`src/rtl/rf_sequencer.sv`:
```
// rf_sequencer: two-requester round-robin arbiter and multi-cycle command
// sequencer that is the sole driver of the 8-bit register file controls.
// Register codes follow the O1Sel encoding: 000..011 = T1..T4, 100..111 = R1..R4.
module rf_sequencer #(
    parameter int CNT_W = 4
) (
    input  logic                 clk,
    input  logic                 rst_n,
    input  logic [1:0]           req_valid,
    output logic [1:0]           req_ready,
    input  logic [5:0]           req_op,
    input  logic [5:0]           req_dst,
    input  logic [5:0]           req_src,
    input  logic [15:0]          req_imm,
    input  logic [2*CNT_W-1:0]   req_cnt,
    output logic [1:0]           done,
    output logic [7:0]           rd_data,
    output logic [2:0]           rf_o1_sel,
    output logic [2:0]           rf_o2_sel,
    output logic [1:0]           rf_fun_sel,
    output logic [3:0]           rf_rsel,
    output logic [3:0]           rf_tsel,
    output logic [7:0]           rf_i,
    input  logic [7:0]           rf_o1
);

    localparam int DATA_W = 8;

    localparam logic [2:0] OP_CLR    = 3'd0;
    localparam logic [2:0] OP_LDI    = 3'd1;
    localparam logic [2:0] OP_INC    = 3'd2;
    localparam logic [2:0] OP_DEC    = 3'd3;
    localparam logic [2:0] OP_MOV    = 3'd4;
    localparam logic [2:0] OP_RD     = 3'd5;
    localparam logic [2:0] OP_CLRALL = 3'd6;

    typedef enum logic [2:0] {
        S_IDLE,
        S_EXEC,
        S_MOV_RD,
        S_MOV_WR,
        S_RD,
        S_DONE
    } state_t;

    // Register-file control bundle, held in flops so every output is registered
    typedef struct packed {
        logic [3:0]        rsel;
        logic [3:0]        tsel;
        logic [1:0]        fun;
        logic [DATA_W-1:0] din;
        logic [2:0]        o1;
        logic [2:0]        o2;
        logic [1:0]        dn;
    } rf_ctl_t;

    state_t            state;
    logic [2:0]        op_q;
    logic [2:0]        dst_q;
    logic [2:0]        src_q;
    logic [DATA_W-1:0] imm_q;
    logic [DATA_W-1:0] hold_q;
    logic [CNT_W-1:0]  cnt_q;
    logic              gnt_q;
    logic              last_gnt;
    rf_ctl_t           ctl_q;

    logic              gnt_sel;
    logic              accept;
    logic [2:0]        op_in;
    logic [2:0]        dst_in;
    logic [2:0]        src_in;
    logic [DATA_W-1:0] imm_in;
    logic [CNT_W-1:0]  cnt_in;
    logic [CNT_W-1:0]  cnt_load;

    // First state after accepting a command of the given op
    function automatic state_t entry_state(input logic [2:0] op);
        state_t st;
        case (op)
            OP_MOV:  st = S_MOV_RD;
            OP_RD:   st = S_RD;
            3'd7:    st = S_DONE;
            default: st = S_EXEC;
        endcase
        return st;
    endfunction

    // Register-file controls to present while in state st for the given command
    function automatic rf_ctl_t decode(input state_t            st,
                                       input logic [2:0]        op,
                                       input logic [2:0]        dst,
                                       input logic [2:0]        src,
                                       input logic [DATA_W-1:0] imm,
                                       input logic [DATA_W-1:0] hold,
                                       input logic              gnt);
        rf_ctl_t    c;
        logic [3:0] oh;
        c  = '0;
        oh = 4'b1000 >> dst[1:0];
        case (st)
            S_EXEC: begin
                if (op == OP_CLRALL) begin
                    c.rsel = 4'b1111;
                    c.tsel = 4'b1111;
                end else if (dst[2]) begin
                    c.rsel = oh;
                end else begin
                    c.tsel = oh;
                end
                case (op)
                    OP_LDI: begin
                        c.fun = 2'b01;
                        c.din = imm;
                    end
                    OP_INC:  c.fun = 2'b11;
                    OP_DEC:  c.fun = 2'b10;
                    default: c.fun = 2'b00;
                endcase
            end
            S_MOV_RD: c.o1 = src;
            S_MOV_WR: begin
                if (dst[2]) c.rsel = oh;
                else        c.tsel = oh;
                c.fun = 2'b01;
                c.din = hold;
            end
            S_RD:    c.o1 = dst;
            S_DONE:  c.dn = gnt ? 2'b10 : 2'b01;
            default: c = '0;
        endcase
        if (st != S_IDLE) c.o2 = dst;
        return c;
    endfunction

    // Round-robin pick: a lone requester wins, with both valid the one not granted last wins
    always_comb begin
        gnt_sel = req_valid[1];
        if (req_valid == 2'b11) gnt_sel = ~last_gnt;
    end

    assign accept    = rst_n && (state == S_IDLE) && (req_valid != 2'b00);
    assign req_ready = {accept && gnt_sel, accept && !gnt_sel};

    assign op_in    = gnt_sel ? req_op[5:3]  : req_op[2:0];
    assign dst_in   = gnt_sel ? req_dst[5:3] : req_dst[2:0];
    assign src_in   = gnt_sel ? req_src[5:3] : req_src[2:0];
    assign imm_in   = gnt_sel ? req_imm[15:8] : req_imm[7:0];
    assign cnt_in   = gnt_sel ? req_cnt[2*CNT_W-1:CNT_W] : req_cnt[CNT_W-1:0];
    // A zero repeat count still performs one step; other ops run a single EXEC cycle
    assign cnt_load = ((op_in == OP_INC) || (op_in == OP_DEC)) && (cnt_in != '0) ? cnt_in : CNT_W'(1);

    // Sequencer FSM: accepts, latches the command and registers the next cycle's controls
    always_ff @(posedge clk) begin
        if (!rst_n) begin
            state    <= S_IDLE;
            cnt_q    <= '0;
            hold_q   <= '0;
            rd_data  <= '0;
            last_gnt <= 1'b1;
            gnt_q    <= 1'b0;
            ctl_q    <= '0;
        end else begin
            case (state)
                S_IDLE: begin
                    if (accept) begin
                        op_q     <= op_in;
                        dst_q    <= dst_in;
                        src_q    <= src_in;
                        imm_q    <= imm_in;
                        cnt_q    <= cnt_load;
                        gnt_q    <= gnt_sel;
                        last_gnt <= gnt_sel;
                        state    <= entry_state(op_in);
                        ctl_q    <= decode(entry_state(op_in), op_in, dst_in, src_in,
                                           imm_in, hold_q, gnt_sel);
                    end
                end
                S_EXEC: begin
                    if (cnt_q > CNT_W'(1)) begin
                        cnt_q <= cnt_q - CNT_W'(1);
                    end else begin
                        cnt_q <= '0;
                        state <= S_DONE;
                        ctl_q <= decode(S_DONE, op_q, dst_q, src_q, imm_q, hold_q, gnt_q);
                    end
                end
                S_MOV_RD: begin
                    hold_q <= rf_o1;
                    state  <= S_MOV_WR;
                    ctl_q  <= decode(S_MOV_WR, op_q, dst_q, src_q, imm_q, rf_o1, gnt_q);
                end
                S_MOV_WR: begin
                    state <= S_DONE;
                    ctl_q <= decode(S_DONE, op_q, dst_q, src_q, imm_q, hold_q, gnt_q);
                end
                S_RD: begin
                    rd_data <= rf_o1;
                    state   <= S_DONE;
                    ctl_q   <= decode(S_DONE, op_q, dst_q, src_q, imm_q, hold_q, gnt_q);
                end
                default: begin
                    state <= S_IDLE;
                    ctl_q <= '0;
                end
            endcase
        end
    end

    // Enables are gated by rst_n so no register-file write can land during reset
    assign rf_rsel    = rst_n ? ctl_q.rsel : 4'b0000;
    assign rf_tsel    = rst_n ? ctl_q.tsel : 4'b0000;
    assign rf_fun_sel = ctl_q.fun;
    assign rf_i       = ctl_q.din;
    assign rf_o1_sel  = ctl_q.o1;
    assign rf_o2_sel  = ctl_q.o2;
    assign done       = ctl_q.dn;

endmodule

```
`config.mk`:
```
export PLATFORM = sky130hd
export DESIGN_NAME = rf_sequencer
export DESIGN_NICKNAME = d
export VERILOG_FILES = /design/src/rtl/rf_sequencer.sv
export SDC_FILE = /design/constraint.sdc
export NUM_CORES = 1
export LEC_CHECK = 0
export CAP_MARGIN = 15
export CORE_UTILIZATION = 40
export DETAILED_ROUTE_END_ITERATION = 7
export DONT_BUFFER_PORTS = 1
export PLACE_DENSITY = 0.62
export SYNTH_ARGS = -nofsm -noshare
export SYNTH_HDL_FRONTEND = slang
export SYNTH_SLANG_ARGS = --single-unit
```
`constraint.sdc`:
```
create_clock -name clk -period 2.39 [get_ports clk]
set_input_delay 0.478 -clock clk [delete_from_list [all_inputs] [get_ports clk]]
set_output_delay 0.478 -clock clk [all_outputs]
set_load 0.01 [all_outputs]
```
# After elaboration in Yosys (flattened, before gate mapping)
# Index checks and enable logic that the tools add are counted.
# word_totals
output_inout_bits	36
input_bits	54
reg_bits	54
wordCells	89
# classes
reduce_logical	17
shift	2
n_bitwise	1
eq_ne	19
order_cmp	1
muxes	34
addsub	1
# ops
operator	count
one-hot mux 26 bit (4 select lines)	1
two-way mux 26 bit	2
two-way mux 4 bit	10
one-hot mux 18 bit (2 select lines)	1
two-way mux 3 bit	8
two-way mux 8 bit	3
equality test 3 bit, second input constant	7
equality test 3 x 2 -> 1 bit, second input constant	6
one-hot mux 3 bit (4 select lines)	1
equality test 3 x 1 -> 1 bit, second input constant	3
one-hot mux 3 bit (3 select lines)	1
one-hot mux 4 bit (2 select lines)	1
>> shifter 4 x 2 -> 4 bit, first input constant	2
two-way mux 2 bit	3
one-hot mux 2 bit (3 select lines)	1
one-hot mux 3 bit (2 select lines)	1
AND reduction 2 bit	3
logical AND 1 bit	5
greater-than comparator 4 x 1 -> 1 bit, second input constant	1
inequality test 2 bit, second input constant	2
nonzero test 2 bit	2
nonzero test 4 bit	1
subtractor 4 x 1 -> 4 bit, second input constant	1
zero test 3 bit	1
8 further kinds	8

# Logic depth before layout (Yosys ltp)
# depth
ltp_word	12
mapped_depth	8

# Worst setup path after synthesis
# No wires, ideal clock.
# synth_path
kind	flip-flop to flip-flop
from	register cnt_q[0]
to	register ctl_q (netlist bit done[0])
period_less_slack_ns	1.980
stages_incl_launch_ff	8
required_time_ns	2.329
setup_time_ns	0.061
slack_ns	0.410
arrival_ns	1.920
path_cell_list	dfxtp_1 > inv_1 > ha_1 > or2_1 > a2111o_2 > a21boi_4 > buf_6 > a22o_1
# synth_between
elab_chain_len	3
# synth_rtl
item	line	source
start, declared	63	logic [CNT_W-1:0] cnt_q;
start signal, assigned	171	cnt_q <= cnt_load;
start signal, assigned	181	cnt_q <= cnt_q - CNT_W'(1);
greater-than comparator 4 x 1 -> 1 bit	180	if (cnt_q > CNT_W'(1)) begin
inequality test 2 bit (no source line)	-	
AND reduction 2 bit (no source line)	-	
end signal, assigned	175	ctl_q <= decode(entry_state(op_in), op_in, dst_in, src_in,
end signal, assigned	185	ctl_q <= decode(S_DONE, op_q, dst_q, src_q, imm_q, hold_q, gnt_q);
end signal, assigned	191	ctl_q <= decode(S_MOV_WR, op_q, dst_q, src_q, imm_q, rf_o1, gnt_q);
end, declared	66	rf_ctl_t ctl_q;
# No other way between the ends.
# A chain may end at the register's enable or synchronous reset.

# Worst setup path after layout
# layout_path
from	register state[0]
to	output req_ready[0]
# layout_between
elab_chain_len	4
# layout_rtl
item	line	source
start, declared	57	state_t state;
start signal, assigned	174	state <= entry_state(op_in);
zero test 3 bit	-	
logical AND 1 bit (2 in a row)	142	assign accept = rst_n && (state == S_IDLE) && (req_valid != 2'b00);
logical AND 1 bit	143	assign req_ready = {accept && gnt_sel, accept && !gnt_sel};
end, declared	10	output logic [1:0] req_ready,
# No other way between the ends.

==> impl_metrics.env <==
export IMPL_arrival_ns=1.80
export IMPL_nNetsFinal=384
export IMPL_r2r_slack_ns=0.24
export IMPL_die_w_um=86.0
export IMPL_hold_depth=1
export IMPL_dpl_hpwl_mm=5.25
export IMPL_grt_antenna_before_repair=0
export IMPL_drive_above_1_share=0.119
export IMPL_synthTopCellsByArea="dfxtp_1, nand2_1, mux2i_1"
export IMPL_drc_errors=0
export IMPL_yosysTopAreaCell="dfxtp_1"
export IMPL_ys_seq_area_frac=0.337
export IMPL_slowest_delay_ns=0.45
export IMPL_worstSetupStartpoint="state[0]"
export IMPL_gp_congestion=0.791
export IMPL_tightestPinTransition_ns=0.554
export IMPL_clk_pin_slew_ns=0.09
export IMPL_cts_max_path_buffers=2
export IMPL_synthCells=348
export IMPL_grt_pass1_wl_mm=11.2
export IMPL_hold_violations=0
export IMPL_path_cells="or3b_4 -> or3_4 -> nor2_1"
export IMPL_clkLatencyLatePin_ns=0.30
export IMPL_worstSetupPathType="reg -> out"
export IMPL_num_antenna_cells=0
export IMPL_grt_ovfl_total=0
export IMPL_cts_hold_buffers=0
export IMPL_setup_ws_ns=0.111
export IMPL_min_period_ns=2.28
export IMPL_numPlacedInstances=417
export IMPL_synth_edf_count=3
export IMPL_yosysMostFrequentCell="nand2_1"
export IMPL_root_buffer="clkbuf_8"
export IMPL_synth_top_area_frac=0.305
export IMPL_r2r_start="cnt_q[0]"
export IMPL_leakage_uw=0.00108
export IMPL_cap_violations=0
export IMPL_setup_viol=0
export IMPL_fmax_mhz=439
export IMPL_netlist_area_um2=2820
export IMPL_io_buffers=0
export IMPL_synth_distinct_cells=64
export IMPL_syn_num_nets=404
export IMPL_fin_crit_sh=0.953
export IMPL_post_drt_wl_per_cell_um=16.5
export IMPL_rr_endpoint="rf_i[3]"
export IMPL_drt_iter0_markers=112
export IMPL_crit_slowest_cell="or3_4"
export IMPL_status="finished, final reports clean"
export IMPL_ios=90
export IMPL_antenna_left=0
export IMPL_dp_slack_ns=0.263
export IMPL_rsz0062_at_grt="false"
export IMPL_hold_path_class="in -> reg"
export IMPL_power_density_nw_per_um2=732
export IMPL_drt_pass1_iterations=4
export IMPL_end_kind="primary output"
export IMPL_wl_mm=7.03
export IMPL_slew_violations=0
export IMPL_viasPerCell=5.57
export IMPL_tritoncts="built"
export IMPL_hp_start="rst_n"
export IMPL_reg2reg_depth=7
export IMPL_placementRows=30
export IMPL_synth_seq_cells=46
export IMPL_design_power_total_uw=2110
export IMPL_grt_max_degree=32
export IMPL_die_h_um=86.0
export IMPL_synth_commonest_cells="nand2_1, dfxtp_1, nor2_1, o21ai_0, buf_4"
export IMPL_finalClockSkew_ns=0.00399
export IMPL_grt_pass1_vias=2231
export IMPL_cts_resized_gates=0
export IMPL_htree_levels=2
export IMPL_slew_headroom=0.630
export IMPL_peakVddDrop_mv=0.268
export IMPL_area_growth_pct=2.09
export IMPL_coreArea_um2=6790
export IMPL_via_count=2366
export IMPL_clock_sinks=46
export IMPL_synthArstFlopShare=0
export IMPL_die_area_um2=7390
export IMPL_cts_inserted_buffers=5
export IMPL_setup_tns_ns=0
export IMPL_final_instance_count_excl_fill=425
export IMPL_start_kind="flop"
export IMPL_ys_warn_count=0
export IMPL_postCtsSetupBuffers=0
export IMPL_syn_area_per_cell_um2=8.10
export IMPL_start_util=0.415
export IMPL_required_ns=1.91
export IMPL_grt_util_all_layers=0.194
export IMPL_worstPathMaxFanout=10
export IMPL_synth_ff_type="dfxtp_1"
export IMPL_min_to="last_gnt"
final cells by class:
type,instances,area [um^2]
timing repair buffer,9,67.6
sequential,46,951
tap,96,120
fill,671,3920
clock buffer,7,76.3
inverter,7,31.3
clock inverter,1,30.0
multi-input combinational,259,1600
kinds of logic (layout without fill, tap and decap cells):
family | Yosys count | in the layout | synth area share
buf+inv | 43 | 24 | 0.0945
simple gates | 146 | 146 | 0.247
mux | 17 | 17 | 0.0612
xor+xnor | 2 | 2 | 0.00621
fa+ha+maj | 2 | 2 | 0.00887
flops | 46 | 46 | 0.337
compound gates | 92 | 92 | 0.245
registers in the layout, indices dropped and copies added (netlist names):
signal      cells
rf_o2_sel       3
cnt_q           4
rf_fun_sel      2
dst_q           3
done            2
last_gnt        1
gnt_q           1
rd_data         8
rf_o1_sel       3
state           3
ctl_q           8
rf_i            8
stage by stage:
stage | utilization | hold slack (ns) | instance area, um^2
3_3_place_gp | 0.408 | 0.463 | 2770
4_1_cts | 0.424 | 0.260 | 2880
2_1_floorplan | - | 0.426 | 2820
3_5_place_dp | 0.408 | 0.486 | 2770
6_report | 0.424 | 0.267 | 2880
5_1_grt | 0.424 | 0.278 | 2880
layer usage:
| metal | track usage | up-vias | routed length [um] |
|---|---|---|---|
| met2 | 0.302 | 81 | 3060 |
| met1 | 0.256 | 1100 | 3340 |
| li1 | - | 1180 | - |
| met5 | 0 | - | 0 |
| met3 | 0.0626 | 5 | 574 |
| met4 | 0.0545 | 0 | 63 |
layout by cell type, fill, tap and decap left out, types with 4 or more instances in the layout:
master,count
o21ai_0,21
nand2_1,71
a21boi_0,11
nand3_1,7
inv_1,5
a21oi_1,16
a221o_1,5
clkbuf_8,5
o211ai_1,4
nor2_1,21
a22o_1,4
mux2i_1,15
nor2b_1,8
buf_4,9
and2_1,9
dfxtp_1,43
nand2b_1,5
nor3_1,7
worst max-delay path: cells and delay by family, from the launching register on:
family | cells | cell delay (ns)
and+or+nand+nor | 3 | 1.09
DFF | 1 | 0.41
power by group:
group / total [uW] / internal, uW / switching [uW]
registers: 951 / 859 / 92.1
clock network: 586 / 313 / 273
logic: 571 / 234 / 337
total: 2110 / 1410 / 702
worst max path at each step:
stage | to | slack, ns | cells after the start
CTS | req_ready[0] | 0.11 | 3
finish | req_ready[0] | 0.11 | 3
global placement | rf_i[3] | 0.32 | 7
floorplan | done[0] | 0.41 | 7
detailed placement | rf_i[3] | 0.26 | 7
global route | req_ready[0] | 0.06 | 3
No activity file was read; power rests on OpenSTA's default activity.
